`config.mk`:
```
export PLATFORM = sky130hd
export DESIGN_NAME = rtc_time_editor
export DESIGN_NICKNAME = d
export VERILOG_FILES = /design/src/rtl/rtc_time_editor.sv
export SDC_FILE = /design/constraint.sdc
export NUM_CORES = 1
export LEC_CHECK = 0
export ABC_CLOCK_PERIOD_IN_PS = 4000
export CAP_MARGIN = 20
export CORE_MARGIN = 1.5
export CORE_UTILIZATION = 30
export CTS_CLUSTER_DIAMETER = 30
export DETAILED_ROUTE_END_ITERATION = 6
export DONT_BUFFER_PORTS = 1
export PLACE_DENSITY_LB_ADDON = 0.25
export SYNTH_ARGS = -nofsm -noshare
export SYNTH_HDL_FRONTEND = slang
export SYNTH_SLANG_ARGS = --single-unit
```
`constraint.sdc`:
```
create_clock -name clk -period 4 [get_ports clk]
set_input_delay 0.6 -clock clk [delete_from_list [all_inputs] [get_ports clk]]
set_output_delay 0.6 -clock clk [all_outputs]
set_load 0.02 [all_outputs]
```
`src/rtl/rtc_time_editor.sv`:
```
// -----------------------------------------------------------------------------
// rtc_time_editor
//
// Lets a user edit the RTC time with four push-buttons and commit it back to
// the RTC write engine.
//
//   IDLE     -> mode: snapshot (normalised) read_* into write_*, go EDIT_INC
//   EDIT_INC -> hour/min/sec keys increment the field; mode -> EDIT_DEC
//   EDIT_DEC -> hour/min/sec keys decrement the field; mode -> COMMIT
//   COMMIT   -> wr_req held until wr_ack (-> IDLE) or the wait times out
//               (wr_err pulse, -> IDLE). Keys are ignored here.
//
// Ports
//   clk, rst_n                      system clock, synchronous active-low reset
//   key_mode_p/hour_p/min_p/sec_p   one-cycle debounced key pulses
//   read_hour/minute/second [7:0]   BCD time from the RTC reader
//   write_hour/minute/second [7:0]  BCD time to be written to the RTC
//   wr_req                          write request, level until ack/timeout
//   wr_ack                          one-cycle completion pulse
//   wr_err                          one-cycle pulse when the ack wait expires
//   editing                         high in EDIT_INC / EDIT_DEC
//   blink                           display blank/show toggle while editing
//   disp_bcd [23:0]                 registered {hour,minute,second} for display
// -----------------------------------------------------------------------------
module rtc_time_editor #(
  parameter int BLINK_DIV   = 12_500_000,
  parameter int ACK_TIMEOUT = 1_000_000
) (
  input  logic        clk,
  input  logic        rst_n,
  input  logic        key_mode_p,
  input  logic        key_hour_p,
  input  logic        key_min_p,
  input  logic        key_sec_p,
  input  logic [7:0]  read_hour,
  input  logic [7:0]  read_minute,
  input  logic [7:0]  read_second,
  output logic [7:0]  write_hour,
  output logic [7:0]  write_minute,
  output logic [7:0]  write_second,
  output logic        wr_req,
  input  logic        wr_ack,
  output logic        wr_err,
  output logic        editing,
  output logic        blink,
  output logic [23:0] disp_bcd
);

  localparam int BLINK_W = (BLINK_DIV > 1) ? $clog2(BLINK_DIV) : 1;
  localparam int ACK_W   = (ACK_TIMEOUT > 1) ? $clog2(ACK_TIMEOUT) : 1;
  localparam logic [BLINK_W-1:0] BLINK_LAST = BLINK_W'(BLINK_DIV - 1);
  localparam logic [ACK_W-1:0]   ACK_LAST   = ACK_W'(ACK_TIMEOUT - 1);

  typedef enum logic [1:0] {IDLE, EDIT_INC, EDIT_DEC, COMMIT} state_t;
  typedef enum logic [1:0] {SEL_NONE, SEL_HOUR, SEL_MIN, SEL_SEC} sel_t;

  state_t             state, state_next;
  sel_t               sel;
  logic               load_en;
  logic               timeout;
  logic [BLINK_W-1:0] blink_cnt;
  logic [ACK_W-1:0]   ack_cnt;

  // ---------------------------------------------------------------------------
  // BCD helpers. Fields are always normalised on load, so only valid BCD
  // reaches the inc/dec helpers.
  // ---------------------------------------------------------------------------
  function automatic logic [7:0] bcd_inc(input logic [7:0] v, input logic [7:0] max_v);
    logic [7:0] r;
    if (v == max_v)           r = 8'h00;
    else if (v[3:0] == 4'd9)  r = {v[7:4] + 4'd1, 4'd0};
    else                      r = {v[7:4], v[3:0] + 4'd1};
    return r;
  endfunction

  function automatic logic [7:0] bcd_dec(input logic [7:0] v, input logic [7:0] max_v);
    logic [7:0] r;
    if (v == 8'h00)           r = max_v;
    else if (v[3:0] == 4'd0)  r = {v[7:4] - 4'd1, 4'd9};
    else                      r = {v[7:4], v[3:0] - 4'd1};
    return r;
  endfunction

  // Hour keeps bits [5:0]; an invalid units digit or a value past 23 loads 00.
  function automatic logic [7:0] norm_hour(input logic [7:0] raw);
    logic [7:0] v;
    v = {2'b00, raw[5:0]};
    if (v[3:0] > 4'd9 || v > 8'h23) v = 8'h00;
    return v;
  endfunction

  // Minute/second keep bits [6:0]; bit 7 (CH on the seconds register) is
  // dropped so a commit never halts the oscillator.
  function automatic logic [7:0] norm_min_sec(input logic [7:0] raw);
    logic [7:0] v;
    v = {1'b0, raw[6:0]};
    if (v[3:0] > 4'd9 || v > 8'h59) v = 8'h00;
    return v;
  endfunction

  // ---------------------------------------------------------------------------
  // State register
  // ---------------------------------------------------------------------------
  // NOTE: rst_n is sampled only on the clock edge (synchronous reset), and all
  // sequential state uses non-blocking assignments so every register sees the
  // pre-edge values of its neighbours.
  always_ff @(posedge clk) begin
    if (!rst_n) state <= IDLE;
    else        state <= state_next;
  end

  // ---------------------------------------------------------------------------
  // Next-state and key decode. Priority mode > hour > minute > second gives
  // exactly one action per cycle.
  // ---------------------------------------------------------------------------
  // NOTE: every output of this block gets a default first so no path leaves a
  // signal unassigned, which would infer a latch.
  always_comb begin
    state_next = state;
    sel        = SEL_NONE;
    load_en    = 1'b0;
    timeout    = 1'b0;
    case (state)
      IDLE: begin
        if (key_mode_p) begin
          state_next = EDIT_INC;
          load_en    = 1'b1;
        end
      end
      EDIT_INC, EDIT_DEC: begin
        if (key_mode_p)      state_next = (state == EDIT_INC) ? EDIT_DEC : COMMIT;
        else if (key_hour_p) sel = SEL_HOUR;
        else if (key_min_p)  sel = SEL_MIN;
        else if (key_sec_p)  sel = SEL_SEC;
      end
      COMMIT: begin
        // An ack arriving on the last wait cycle still counts as success.
        if (wr_ack) begin
          state_next = IDLE;
        end else if (ack_cnt == ACK_LAST) begin
          state_next = IDLE;
          timeout    = 1'b1;
        end
      end
      default: state_next = IDLE;
    endcase
  end

  assign editing = (state == EDIT_INC) || (state == EDIT_DEC);

  // ---------------------------------------------------------------------------
  // Editable time fields
  // ---------------------------------------------------------------------------
  always_ff @(posedge clk) begin
    if (!rst_n) begin
      write_hour   <= 8'h00;
      write_minute <= 8'h00;
      write_second <= 8'h00;
    end else if (load_en) begin
      write_hour   <= norm_hour(read_hour);
      write_minute <= norm_min_sec(read_minute);
      write_second <= norm_min_sec(read_second);
    end else begin
      case (sel)
        SEL_HOUR: write_hour   <= (state == EDIT_DEC) ? bcd_dec(write_hour, 8'h23)
                                                      : bcd_inc(write_hour, 8'h23);
        SEL_MIN:  write_minute <= (state == EDIT_DEC) ? bcd_dec(write_minute, 8'h59)
                                                      : bcd_inc(write_minute, 8'h59);
        SEL_SEC:  write_second <= (state == EDIT_DEC) ? bcd_dec(write_second, 8'h59)
                                                      : bcd_inc(write_second, 8'h59);
        default: ;
      endcase
    end
  end

  // ---------------------------------------------------------------------------
  // Commit handshake: wr_req is high exactly while in COMMIT; the wait counter
  // restarts from 0 on every entry.
  // ---------------------------------------------------------------------------
  always_ff @(posedge clk) begin
    if (!rst_n) begin
      wr_req  <= 1'b0;
      wr_err  <= 1'b0;
      ack_cnt <= '0;
    end else begin
      wr_req  <= (state_next == COMMIT);
      wr_err  <= timeout;
      ack_cnt <= (state == COMMIT && state_next == COMMIT) ? ack_cnt + 1'b1 : '0;
    end
  end

  // ---------------------------------------------------------------------------
  // Blink generator. Restarts showing on edit entry, is forced to "show" on the
  // INC->DEC step without disturbing the counter phase, and is idle outside
  // the edit states.
  // ---------------------------------------------------------------------------
  always_ff @(posedge clk) begin
    if (!rst_n) begin
      blink_cnt <= '0;
      blink     <= 1'b0;
    end else if (state_next != EDIT_INC && state_next != EDIT_DEC) begin
      blink_cnt <= '0;
      blink     <= 1'b0;
    end else if (state == IDLE) begin
      blink_cnt <= '0;
      blink     <= 1'b1;
    end else begin
      blink_cnt <= (blink_cnt == BLINK_LAST) ? '0 : blink_cnt + 1'b1;
      if (state == EDIT_INC && state_next == EDIT_DEC) blink <= 1'b1;
      else if (blink_cnt == BLINK_LAST)                blink <= ~blink;
    end
  end

  // ---------------------------------------------------------------------------
  // Display source: the edited value while editing, the live RTC otherwise.
  // ---------------------------------------------------------------------------
  always_ff @(posedge clk) begin
    if (!rst_n)       disp_bcd <= 24'h0;
    else if (editing) disp_bcd <= {write_hour, write_minute, write_second};
    else              disp_bcd <= {read_hour, read_minute, read_second};
  end

endmodule

```
# Word level (Yosys, flattened, before mapping)
# Cells that the tools add are included.
[word_totals]
reg_bits = 97
in_bits = 31
output_inout_bits = 52
word_cells = 128
[op_classes]
addsub = 14
order_cmp = 6
eq_ne = 21
mux = 42
bitwise_logic = 3
reduce_logical = 29
[ops]
columns = ["operator", "n"]
rows = [
  ["8-bit 2-to-1 mux", 21],
  ["24-bit by 1-bit adder with 24-bit output (second input constant)", 1],
  ["4-bit by 1-bit adder with 4-bit output (second input constant)", 6],
  ["24-bit equality test (second input constant)", 1],
  ["8-bit logical NOT", 3],
  ["24-bit 2-to-1 mux", 1],
  ["4-bit by 1-bit subtractor with 4-bit output (second input constant)", 6],
  ["20-bit by 1-bit adder with 20-bit output (second input constant)", 1],
  ["20-bit equality test (second input constant)", 1],
  ["2-bit 2-to-1 mux", 9],
  ["8-bit by 7-bit equality test with 1-bit output (second input constant)", 2],
  ["7-bit greater-than comparator (second input constant)", 2],
  ["7-bit 2-to-1 mux", 2],
  ["2-bit equality test (second input constant)", 6],
  ["4-bit equality test (second input constant)", 3],
  ["4-bit greater-than comparator (second input constant)", 3],
  ["4-bit logical NOT", 3],
  ["4-bit by 2-bit != test with 1-bit output (second input constant)", 3],
  ["4-bit nonzero test", 3],
  ["3-bit AND reduction", 3],
  ["8-bit by 6-bit equality test with 1-bit output (second input constant)", 1],
  ["1-bit 2-to-1 mux", 7],
  ["6-bit greater-than comparator (second input constant)", 1],
  ["6-bit 2-to-1 mux", 1],
  ["14 further kinds", 25],
]

# Longest topological paths before layout
# Gate-level depths: netlist (run 1).
[depth]
depth_word = 8
mapped_depth = 12
ltp_nobuf = 9

# Worst setup path after synthesis (run 1)
# No wires, ideal clock.
[synth_timing]
path_kind = "input -> register"
start = "in key_mode_p"
end = "reg blink_cnt[10]"
setup_time_ns = 0.065
arrival_ns = 2.783
required_time_ns = 3.935
path_slack_ns = 1.152
stages = 11
cell_sequence = "clkbuf_1 -> and2_1 -> clkbuf_1 -> buf_1 -> a211oi_1 -> ha_1 -> nand2_1 -> or3_1 -> clkbuf_1 -> clkbuf_1 -> nor2_1"
[synth_between]
elab_chain_cells = 5
word_cells_on_any_way = 7
classes_between = "eq/ne (2); mux (3); reduce/logical (2)"
[synth_lines]
columns = ["element", "line", "rtl"]
rows = [
  ["start, declared", "31", "input logic key_mode_p,"],
  ["2-bit 2-to-1 mux, on equally long branches", "131, 125", ""],
  ["2-bit one-hot mux with 3 select lines (*)", "123", "case (state)"],
  ["via state_next[1]", "57", "state_t state, state_next;"],
  ["2-bit by 1-bit != test with 1-bit output or 2-bit != test (tied branches)", "201", "end else if (state_next != EDIT_INC && state_next != EDIT_DEC) begin"],
  ["1-bit logical AND (*)", "201", ""],
  ["4-bit OR reduction (no source line) (*)", "-", ""],
  ["end signal, assigned", "208", "blink_cnt <= (blink_cnt == BLINK_LAST) ? '0 : blink_cnt + 1'b1;"],
  ["end, declared", "61", "logic [BLINK_W-1:0] blink_cnt;"],
]
# Mark *: on every way through the listed nets, which the timed path passes. The rest lies on a longest branch.
# A chain may end at the register's enable or synchronous reset.

# Worst setup path after layout (run 1)
[layout_timing]
start = "reg state[0]"
end = "reg blink_cnt[23]"
[layout_between]
word_cells_on_any_way = 15
classes_between = "eq/ne (5); mux (6); reduce/logical (4)"
[layout_rtl]
columns = ["element", "line", "rtl"]
rows = [
  ["start, declared", "57", ""],
  ["start signal, assigned", "109", "else state <= state_next;"],
  ["2-bit equality test or 2-bit by 1-bit equality test with 1-bit output (tied branches)", "123", ""],
  ["2-bit OR reduction", "123", ""],
  ["2-bit one-hot mux with 3 select lines (*)", "123", ""],
  ["via state_next[1]", "57", ""],
  ["2-bit by 1-bit != test with 1-bit output or 2-bit != test (tied branches)", "201", ""],
  ["1-bit logical AND (*)", "201", ""],
  ["4-bit OR reduction (no source line) (*)", "-", ""],
]
# Marked as above.

==> implementation parameters, run 1 <==
Parameter                              Value

Floorplan
  Number of I/O pins    83
  Starting density of the core    0.309
  Die Footprint    18,700 um2
  Vertical die dimension    137 um
  Die extent in x    137 um
  Floorplan core area    17,400 um2
  Number of standard-cell rows in the floorplan    48

Placed design
  Placer congestion estimate    0.822
  Dpl hpwl    9790 um
  Number of port buffers    0
  Setup slack at placement    0.986 ns

Synthesis
  Compound-gate portion of the synthesized area    0.160
  Adder-cell area share of the yosys netlist    0.0583
  Average cell area after synthesis    8.24 um2
  Netlist Area Pre-Place    5360 um2
  Synth Warn #    0
  Share of the synthesized area in the top cell type    0.362
  Most used flip-flop cell after synthesis    dfxtp_1
  Basic-gate share of the synthesized area counting and, or, nand and nor cells    0.255
  Most area-consuming cells after synthesis    dfxtp_1 36%, nor2_1 6.4%, ha_1 5.8%, mux2i_1 4.9%, xor2_1 3.9%
  Nets in the synthesized netlist    707
  Post-synthesis async set-or-reset flop share    0
  Area share of xor/xnor cells in the synthesized design    0.0670
  Instance count of the mapped netlist    651
  Register area share after synthesis    0.362
  Largest family of logic cells by synthesized area    simple AND/OR/NAND/NOR gates
  Number of synthesized register bits    97
  Library cell with the largest summed area after synthesis    dfxtp_1
  Distinct cell type count of the synthesized netlist    66
  Multiplexer fraction of the synthesized cell area    0.0527
  Count of flip-flops with a built-in enable after synthesis    0

Power and ir drop
  Clock share of power    0.396
  Internal power    0.00172 W
  Power share of the sequential group    0.469
  PwrDens    412 nW/um2
  Cell leakage power    2.00 nW
  Net switching power    0.000703 W
  Sw Ratio    0.291
  Part of the total power dissipated in combinational logic    0.134
  Worst VDD drop    237 uV

Drt
  Routed length per instance    16.0 um
  Count of vias placed by the detailed router    4,648
  Post-route antenna net violation count    0
  Via density per instance    5.40
  Detailed-route DRC error count    0
  Final wirelength    13,700 um
  Number of violations reported at the end of detailed-routing iteration 0    336
  Initial DRT Pass Iterations    5

Clock tree
  CTS Hold Bufs    0
  CTS H-tree lvls    3
  Number of CTS-inserted buffers    9
  Buffer count from post-CTS setup fixing    0
  Insertion delay to the later sink of the worst-skew pair    0.35 ns
  Max clock buf depth    2
  Number of clock sinks    97
  Clock slew at the register clock pins of the worst setup and hold paths    0.07 ns
  Clock tree from TritonCTS    done
  Post-CTS sizing    0
  CTS Root Buffer Type    clkbuf_16

Timing
  Final setup slack of the worst path    0.997 ns
  Final Hold Vio Count    0
  Rel. slew slack    0.316
  Max Fclk    333 MHz
  # setup viols final    0
  Min cycle time layout    3.00 ns
  Post-Route Skew    0.00847 ns
  Worst-Margin Slew    1.01 ns
  Max-slew violations    0
  Portion of the clock cycle consumed by the worst path in the final layout    0.751
  Sum of negative setup slack    0 ns
  RSZ-0062 raised after global routing    no

Min path
  Worst min-delay path startpoint    rst_n
  Hold-critical path endpoint    state[0]$_SDFF_PN0_
  Cell depth of the worst hold path    1
  Type of the worst min-delay path    in2reg

Critical path
  Endpoint of the lowest-slack register-to-register path    blink_cnt[23]$_SDFF_PP0_
  FF-to-FF setup slack    1.0 ns
  Worst flop-to-flop path startpoint    state[0]$_SDFF_PN0_
  FF-to-FF path depth    8
  Sort of element at the end of the critical path    flip-flop
  Required arrival time at the worst endpoint    4.27 ns
  Critical path type    reg2reg
  Crit path DAT    3.28 ns
  CP max FO    24
  Type of element launching the critical path    flip-flop

Status
  Result of the run    complete, no violations

Global routing
  Overall Global Routing Usage    0.150
  First-pass GRT wire length    22,400 um
  Maximum number of pins on one net before global-route repair    38
  GR Overflow Total    0
  Vias in the first global route    4,477
  Antenna violations before repair    0

Run
  Number of violations of the max-capacitance limit    0

Final layout
  Combined area of the multi-input logic cells    3190 um2
  Number of filler instances in the final layout    1,788
  Antenna diode count    0
  Area used by sequential logic in the layout    1940 um2
  Area delta synth->final    9.50%
  Number of nets in the layout    687
  Share of cells above drive strength 1    0.0472
[sequential cells by signal (all words and copies together) (netlist names)]
| register | cells |
|---|---|
| blink | 1 |
| disp_bcd | 24 |
| write_minute | 8 |
| wr_req | 1 |
| write_hour | 8 |
| blink_cnt | 24 |
| wr_err | 1 |
| ack_cnt | 20 |
| write_second | 8 |
| state | 2 |
[through the flow]
stage | total power [W] | hold slack (ns) | util | cell area, um2 | cells
final | 0.00242 | 0.375 | 0.338 | 5870 | 861
after detailed placement | 0.00148 | 0.462 | 0.319 | 5540 | 844
after CTS | 0.00244 | 0.372 | 0.338 | 5870 | 860
after global routing | 0.00253 | 0.370 | 0.338 | 5870 | 861
after global placement | 0.00148 | 0.437 | 0.319 | 5540 | 844
after floorplan | 0.00140 | 0.430 | - | 5360 | 651
[logic make-up (layout without fill, tap and decap cells)]
kind of cell | after synthesis | in the layout
mux | 28 | 28
xor+xnor | 41 | 41
simple gates | 264 | 264
compound gates | 133 | 133
fa+ha+maj | 25 | 25
flops | 97 | 97
buf+inv | 63 | 48
[critical path: stages (launching register included)]
cell and delay, ns:
dfxtp_1 0.34, inv_1 0.12, ha_2 0.25, and2_1 0.70, a211oi_1 0.19, ha_1 0.35
nand2_1 0.05, or3_1 0.69, a21oi_1 0.23
[power groups by stage]
stage                     sequential (W)  combinational, W  clock, W
after floorplan                  0.00112          0.000285         0
after global placement           0.00116          0.000317         0
after detailed placement         0.00116          0.000324         0
after CTS                        0.00114          0.000326  0.000981
after global routing             0.00115          0.000363   0.00102
final                            0.00114          0.000325  0.000960
[cell usage in the layout, fill, tap and decap left out, types with 4 or more instances in the layout]
master and instances:
nor2b_1 10, dfxtp_1 97, and2_1 7, xnor2_1 17
nor4_1 7, xor2_1 24, o211ai_1 4, nand3_1 31
nand4_1 9, nand2_1 40, mux2i_1 26, a21oi_1 38
nor2_1 91, or3_1 4, inv_1 25, o21ai_0 22
a31oi_1 11, nand3b_1 5, a21o_1 4, o21ai_1 7
o31ai_1 4, nor4b_1 7, and3_1 8, clkbuf_16 9
ha_1 24, nor3_1 14, nor4bb_1 6, and4_1 6
nor3b_1 4
[final cells by class]
class | count | area share
multi-input cells | 491 | 0.543
flip-flops and latches | 97 | 0.331
well taps | 225 | 0.0479
clock buffers | 10 | 0.0407
inverters | 28 | 0.0179
clock inverters | 6 | 0.0153
repair buffers | 4 | 0.00469
[layer usage]
metal	global-route usage	wire length, um
met1	0.180	6080
met2	0.254	6450
met3	0.0507	1050
met4	0.0443	163
met5	0	0
[synthesized netlist by cell type, drive strengths merged, types with 3 or more instances]
cell and instances:
dfxtp 97, nor2 91, nand2 40, a21oi 38, nand3 31, o21ai 29
inv 28, clkbuf 27, mux2i 26, ha 25, xor2 24, xnor2 17
nor3 14, a31oi 11, nor2b 10, nand4 9, and2 8, and3 8
buf 8, nor4 7, nor4b 7, and4 6, nor4bb 6, nand3b 5
or4 5, a21o 4, nor3b 4, o211ai 4, o31ai 4, or3 4
a211oi 3, a22oi 3, nand2b 3, o21a 3, o22a 3
[how the worst max path moves through the flow]
stage	end	cells after the start	start	slack (ns)
after global routing	blink_cnt[23]$_SDFF_PP0_	8	state[0]$_SDFF_PN0_	0.70
after floorplan	blink_cnt[10]$_SDFF_PP0_	11	key_mode_p	1.15
final	blink_cnt[23]$_SDFF_PP0_	8	state[0]$_SDFF_PN0_	1.0
after global placement	blink_cnt[23]$_SDFF_PP0_	8	state[0]$_SDFF_PN0_	1.14
after CTS	blink_cnt[23]$_SDFF_PP0_	8	state[0]$_SDFF_PN0_	0.97
after detailed placement	blink_cnt[18]$_SDFF_PP0_	8	state[0]$_SDFF_PN0_	0.99
Power figures use the tool's default switching activity.
==> inputs of run 2 (changes only) <==
- ABC_CLOCK_PERIOD_IN_PS: 4000 -> 3000
- clock period: 4 -> 3 ns (I/O delays scaled with it)
==> run 2 against run 1 <==
First-iteration DRC count rose by 5.1%; total power grew 29%; critical path depth up 1; wire length fell by 0.10%; die area stayed put; fmax grew 16%; critical path type unchanged.
==> implementation parameters, run 2 (synthesis gave the netlist of run 1 again) <==
Parameter                              Value

Status
  Result of the run    complete, no violations

Critical path
  Required arrival time at the worst endpoint    3.29 ns
  Endpoint of the lowest-slack register-to-register path    blink_cnt[23]$_SDFF_PP0_
  FF-to-FF path depth    9
  Sort of element at the end of the critical path    flip-flop
  FF-to-FF setup slack    0.41 ns
  Crit path DAT    2.88 ns
  Critical path type    reg2reg
  Worst flop-to-flop path startpoint    ack_cnt[0]$_SDFF_PN0_
  Type of element launching the critical path    flip-flop
  CP max FO    24

Drt
  Detailed-route DRC error count    0
  Number of violations reported at the end of detailed-routing iteration 0    353
  Count of vias placed by the detailed router    4,642
  Post-route antenna net violation count    0
  Final wirelength    13,700 um
  Via density per instance    5.32
  Initial DRT Pass Iterations    6
  Routed length per instance    15.7 um

Timing
  Max-slew violations    0
  Final setup slack of the worst path    0.413 ns
  RSZ-0062 raised after global routing    no
  Min cycle time layout    2.59 ns
  Worst-Margin Slew    0.695 ns
  Post-Route Skew    0.00865 ns
  Final Hold Vio Count    0
  Sum of negative setup slack    0 ns
  # setup viols final    0
  Rel. slew slack    0.536
  Portion of the clock cycle consumed by the worst path in the final layout    0.862
  Max Fclk    387 MHz

Min path
  Cell depth of the worst hold path    1
  Worst min-delay path startpoint    rst_n
  Type of the worst min-delay path    in2reg
  Hold-critical path endpoint    state[0]$_SDFF_PN0_

Power and ir drop
  Clock share of power    0.370
  Net switching power    0.000989 W
  PwrDens    527 nW/um2
  Total Power    0.00313 W
  Cell leakage power    2.05 nW
  Worst VDD drop    256 uV
  Power share of the sequential group    0.473
  Part of the total power dissipated in combinational logic    0.157
  Internal power    0.00214 W
  Sw Ratio    0.316

Global routing
  Most utilized layer in the global route result    met2
  GR Layer Usage met3    0.0585
  Vias in the first global route    4,572
  First-pass GRT wire length    22,800 um
  Overall Global Routing Usage    0.154
  Antenna violations before repair    0
  Met1 demand-to-capacity share in global routing    0.183
  Maximum number of pins on one net before global-route repair    38
  Met2 usage in global routing    0.247
  GR Overflow Total    0

Final layout
  Combined area of the multi-input logic cells    3190 um2
  Area used by sequential logic in the layout    1940 um2
  Leading cell type in the layout, fill and taps excluded    dfxtp_1
  Largest regs    blink_cnt x24, disp_bcd x24, ack_cnt x20
  Share of cells above drive strength 1    0.0648
  Commonest cells after routing, fill and taps aside    97 x dfxtp_1, 91 x nor2_1, 40 x nand2_1
  Antenna diode count    0
  Non-Filler Instances    873
  Number of filler instances in the final layout    1,763
  Post-route cell area    5930 um2
  Number of nets in the layout    699
  Area delta synth->final    10.6%

Placed design
  Number of port buffers    0
  Dpl hpwl    9920 um
  Placer congestion estimate    0.815
  Setup slack at placement    0.452 ns
  DP Area    5640 um2
  Cells after DPL    857

Clock tree
  Clock tree from TritonCTS    done
  Number of clock sinks    97
  Buffer count from post-CTS setup fixing    0
  CTS Hold Bufs    0
  Max clock buf depth    2
  Number of CTS-inserted buffers    9
  Insertion delay to the later sink of the worst-skew pair    0.36 ns
  CTS H-tree lvls    3
  Post-CTS sizing    0
  CTS Root Buffer Type    clkbuf_16
  Clock slew at the register clock pins of the worst setup and hold paths    0.08 ns

Floorplan
  Die Footprint    18,700 um2
  Starting density of the core    0.309
  Vertical die dimension    137 um
  Floorplan core area    17,400 um2
  Number of standard-cell rows in the floorplan    48
  Number of I/O pins    83
  Die extent in x    137 um

Run
  Number of violations of the max-capacitance limit    0
==> run 2: how the worst max path moves through the flow <==
| stage | cells past startpoint | to | slack [ns] | startpoint |
|---|---|---|---|---|
| after detailed placement | 9 | blink_cnt[22]$_SDFF_PP0_ | 0.45 | ack_cnt[0]$_SDFF_PN0_ |
| final | 9 | blink_cnt[23]$_SDFF_PP0_ | 0.41 | ack_cnt[0]$_SDFF_PN0_ |
| after floorplan | 11 | blink_cnt[15]$_SDFF_PP0_ | 0.29 | state[0]$_SDFF_PN0_ |
| after global routing | 9 | blink_cnt[1]$_SDFF_PP0_ | 0.18 | ack_cnt[0]$_SDFF_PN0_ |
| after CTS | 9 | blink_cnt[22]$_SDFF_PP0_ | 0.43 | ack_cnt[0]$_SDFF_PN0_ |
| after global placement | 9 | blink_cnt[23]$_SDFF_PP0_ | 0.53 | ack_cnt[0]$_SDFF_PN0_ |
==> run 2: layout make-up <==
type	instances	share of cell area
clock buffer	9	0.0380
multi-input combinational	491	0.537
sequential	97	0.327
timing repair buffer	16	0.0203
tap	225	0.0475
clock inverter	7	0.0118
inverter	28	0.0177
==> run 2: power by group through the flow <==
stage	clock (W)	combinational, W	sequential (W)
global route	0.00125	0.000550	0.00149
global placement	0	0.000478	0.00151
CTS	0.00119	0.000491	0.00148
floorplan	0	0.000379	0.00149
detailed placement	0	0.000488	0.00151
finish	0.00116	0.000490	0.00148
==> run 2: metal layers <==
metal / vias up / wire (um)
met2: 124 / 6320
li1: 2309 / -
met3: 25 / 1140
met4: 0 / 308
met1: 2184 / 5970
met5: - / 0
==> run 2: through the flow <==
| step | utilization | hold slack (ns) |
|---|---|---|
| 2_1_floorplan | - | 0.430 |
| 3_3_place_gp | 0.325 | 0.441 |
| 3_5_place_dp | 0.325 | 0.455 |
| 4_1_cts | 0.342 | 0.212 |
| 5_1_grt | 0.342 | 0.213 |
| 6_report | 0.342 | 0.223 |
==> run 2: worst max-delay path, stage by stage (launching register included) <==
cell and delay [ns]:
dfxtp_1 0.38, ha_1 0.24, nand3_1 0.23, o31ai_1 0.43
a211oi_1 0.19, ha_1 0.31, nand2_1 0.06, or3_1 0.33
buf_4 0.22, a21oi_1 0.13
==> inputs of run 3 (changes only) <==
- ABC_CLOCK_PERIOD_IN_PS: 3000 -> 2700
- clock period: 3 -> 2.7 ns (I/O delays scaled with it)
==> run 3 against run 2 <==
Clock power rose by 22%; largest cell class unchanged; core utilization increased by 0.57 points; critical endpoint is now blink_cnt[19]$_SDFF_PP0_; total power increased by 16%; combinational power grew 22%; highest routed layer unchanged; clock-buffer cell count is 1 higher; register-to-register slack got worse by 0.18 ns; setup slack worse by 0.18 ns.
==> implementation parameters, run 3 (synthesis gave the netlist of run 1 again) <==
Parameter                              Value

Status
  Result of the run    complete, no violations

Placed design
  Placer congestion estimate    0.838
  Cells after DPL    867
  Dpl hpwl    10,200 um
  Number of port buffers    0

Final layout
  Number of nets in the layout    709
  Number of filler instances in the final layout    1,751
  Antenna diode count    0
  Leading cell type in the layout, fill and taps excluded    dfxtp_1
  Largest regs    blink_cnt x24, disp_bcd x24, ack_cnt x20
  Share of cells above drive strength 1    0.0775
  Non-Filler Instances    883
  Area delta synth->final    12.4%
  Commonest cells after routing, fill and taps aside    97 x dfxtp_1, 91 x nor2_1, 40 x nand2_1

Clock tree
  CTS Root Buffer Type    clkbuf_16
  Clock tree from TritonCTS    done
  Post-CTS sizing    0
  Number of clock sinks    97
  CTS Hold Bufs    0
  CTS H-tree lvls    3
  Max clock buf depth    2
  Number of CTS-inserted buffers    9
  Insertion delay to the later sink of the worst-skew pair    0.35 ns
  Buffer count from post-CTS setup fixing    0
  Clock slew at the register clock pins of the worst setup and hold paths    0.07 ns

Critical path
  Sort of element at the end of the critical path    flip-flop
  Buffering stage count on the worst path with inverters included    1
  Cell with the most instances on the worst path    ha_1
  Type of element launching the critical path    flip-flop
  Sequence of cells on the critical path    ha_1, nand3_1, o31ai_1, a211oi_1, ha_1, nand2_1, or3_1, buf_4, nor2_1
  Critical-path top delay cell    dfxtp_1
  Required arrival time at the worst endpoint    2.98 ns
  Kind of cell adding the most delay to the critical path    simple AND/OR/NAND/NOR gates
  Critical path type    reg2reg
  Highest cell delay on the worst timing path    0.39 ns
  CP max FO    24
  Crit path DAT    2.75 ns

Drt
  Final wirelength    14,100 um
  Count of vias placed by the detailed router    4,692
  Number of violations reported at the end of detailed-routing iteration 0    249
  Post-route antenna net violation count    0
  Detailed-route DRC error count    0
  Routed length per instance    16.0 um
  Initial DRT Pass Iterations    5
  Via density per instance    5.31

Power and ir drop
  Clock share of power    0.389
  Part of the total power dissipated in combinational logic    0.164
  Power share of the sequential group    0.446
  Worst VDD drop    318 uV
  PwrDens    601 nW/um2
  Net switching power    0.00106 W
  Sw Ratio    0.294
  Internal power    0.00256 W
  Cell leakage power    2.11 nW

Timing
  Final Hold Vio Count    0
  RSZ-0062 raised after global routing    no
  Worst-Margin Slew    0.690 ns
  Rel. slew slack    0.539
  Max-slew violations    0
  Sum of negative setup slack    0 ns
  Post-Route Skew    0.0104 ns
  Min cycle time layout    2.47 ns
  Max Fclk    405 MHz
  Post-Route Hold Slack    0.178 ns
  Portion of the clock cycle consumed by the worst path in the final layout    0.915
  # setup viols final    0

Global routing
  Antenna violations before repair    0
  First-pass GRT wire length    23,200 um
  GR Overflow Total    0
  Vias in the first global route    4,559
  Overall Global Routing Usage    0.158
  Maximum number of pins on one net before global-route repair    38

Floorplan
  Starting density of the core    0.309
  Die extent in x    137 um
  Vertical die dimension    137 um
  Number of I/O pins    83
  Number of standard-cell rows in the floorplan    48
  Die Footprint    18,700 um2
  Floorplan core area    17,400 um2

Run
  Number of violations of the max-capacitance limit    0

Min path
  Type of the worst min-delay path    in2reg
## run 3: changes by cell type in the layout (fill, tap and decap cells not counted), sizes merged
cell | before | now
buf | 16 | 26
clkbuf | 9 | 10
clkinv | 3 | 2
bufinv | 0 | 2
inv | 32 | 30
## run 3: area by class of cell
cell class                      instances  area (um2)  share of cell area
Multi-Input combinational cell        491        3190               0.529
Timing Repair Buffer                   26         195              0.0324
Sequential cell                        97        1940               0.322
Clock buffer                           10         229              0.0380
Inverter                               28         105              0.0174
Tap cell                              225         282              0.0467
Clock inverter                          6        90.1              0.0149
## run 3: power by group through the flow
| stage | clock (W) | sequential, W | combinational, W |
|---|---|---|---|
| floorplan | 0 | 0.00166 | 0.000422 |
| global placement | 0 | 0.00165 | 0.000586 |
| detailed placement | 0 | 0.00165 | 0.000593 |
| CTS | 0.00146 | 0.00162 | 0.000596 |
| global route | 0.00152 | 0.00163 | 0.000657 |
| finish | 0.00141 | 0.00162 | 0.000596 |
## run 3: routing by layer
metal | wire length (um) | GRT usage | vias to the layer above
met3 | 848 | 0.0493 | 12
met4 | 163 | 0.0455 | 0
met2 | 6440 | 0.252 | 112
met5 | 0 | 0 | -
li1 | - | - | 2320
met1 | 6660 | 0.204 | 2248
## run 3: stage by stage
stage / power [W] / setup slack [ns] / cell area, um2 / util
2_1_floorplan: 0.00208 / 0.0152 / 5360 / -
3_3_place_gp: 0.00224 / 0.315 / 5710 / 0.329
3_5_place_dp: 0.00224 / 0.271 / 5710 / 0.329
4_1_cts: 0.00367 / 0.237 / 6030 / 0.347
5_1_grt: 0.00381 / 0.0287 / 6030 / 0.347
6_report: 0.00362 / 0.229 / 6030 / 0.347
## run 3: final timing paths
| kind | startpoint | to | slack [ns] | cells after the start |
|---|---|---|---|---|
| setup / recovery | ack_cnt[0]$_SDFF_PN0_ | blink_cnt[19]$_SDFF_PP0_ | 0.23 | 9 |
| hold / removal | rst_n | write_second[3]$_SDFFE_PN0P_ | 0.18 | 2 |
| setup reg to reg | ack_cnt[0]$_SDFF_PN0_ | blink_cnt[19]$_SDFF_PP0_ | 0.23 | 9 |
| hold reg to reg | blink_cnt[0]$_SDFF_PP0_ | blink_cnt[0]$_SDFF_PP0_ | 0.47 | 1 |
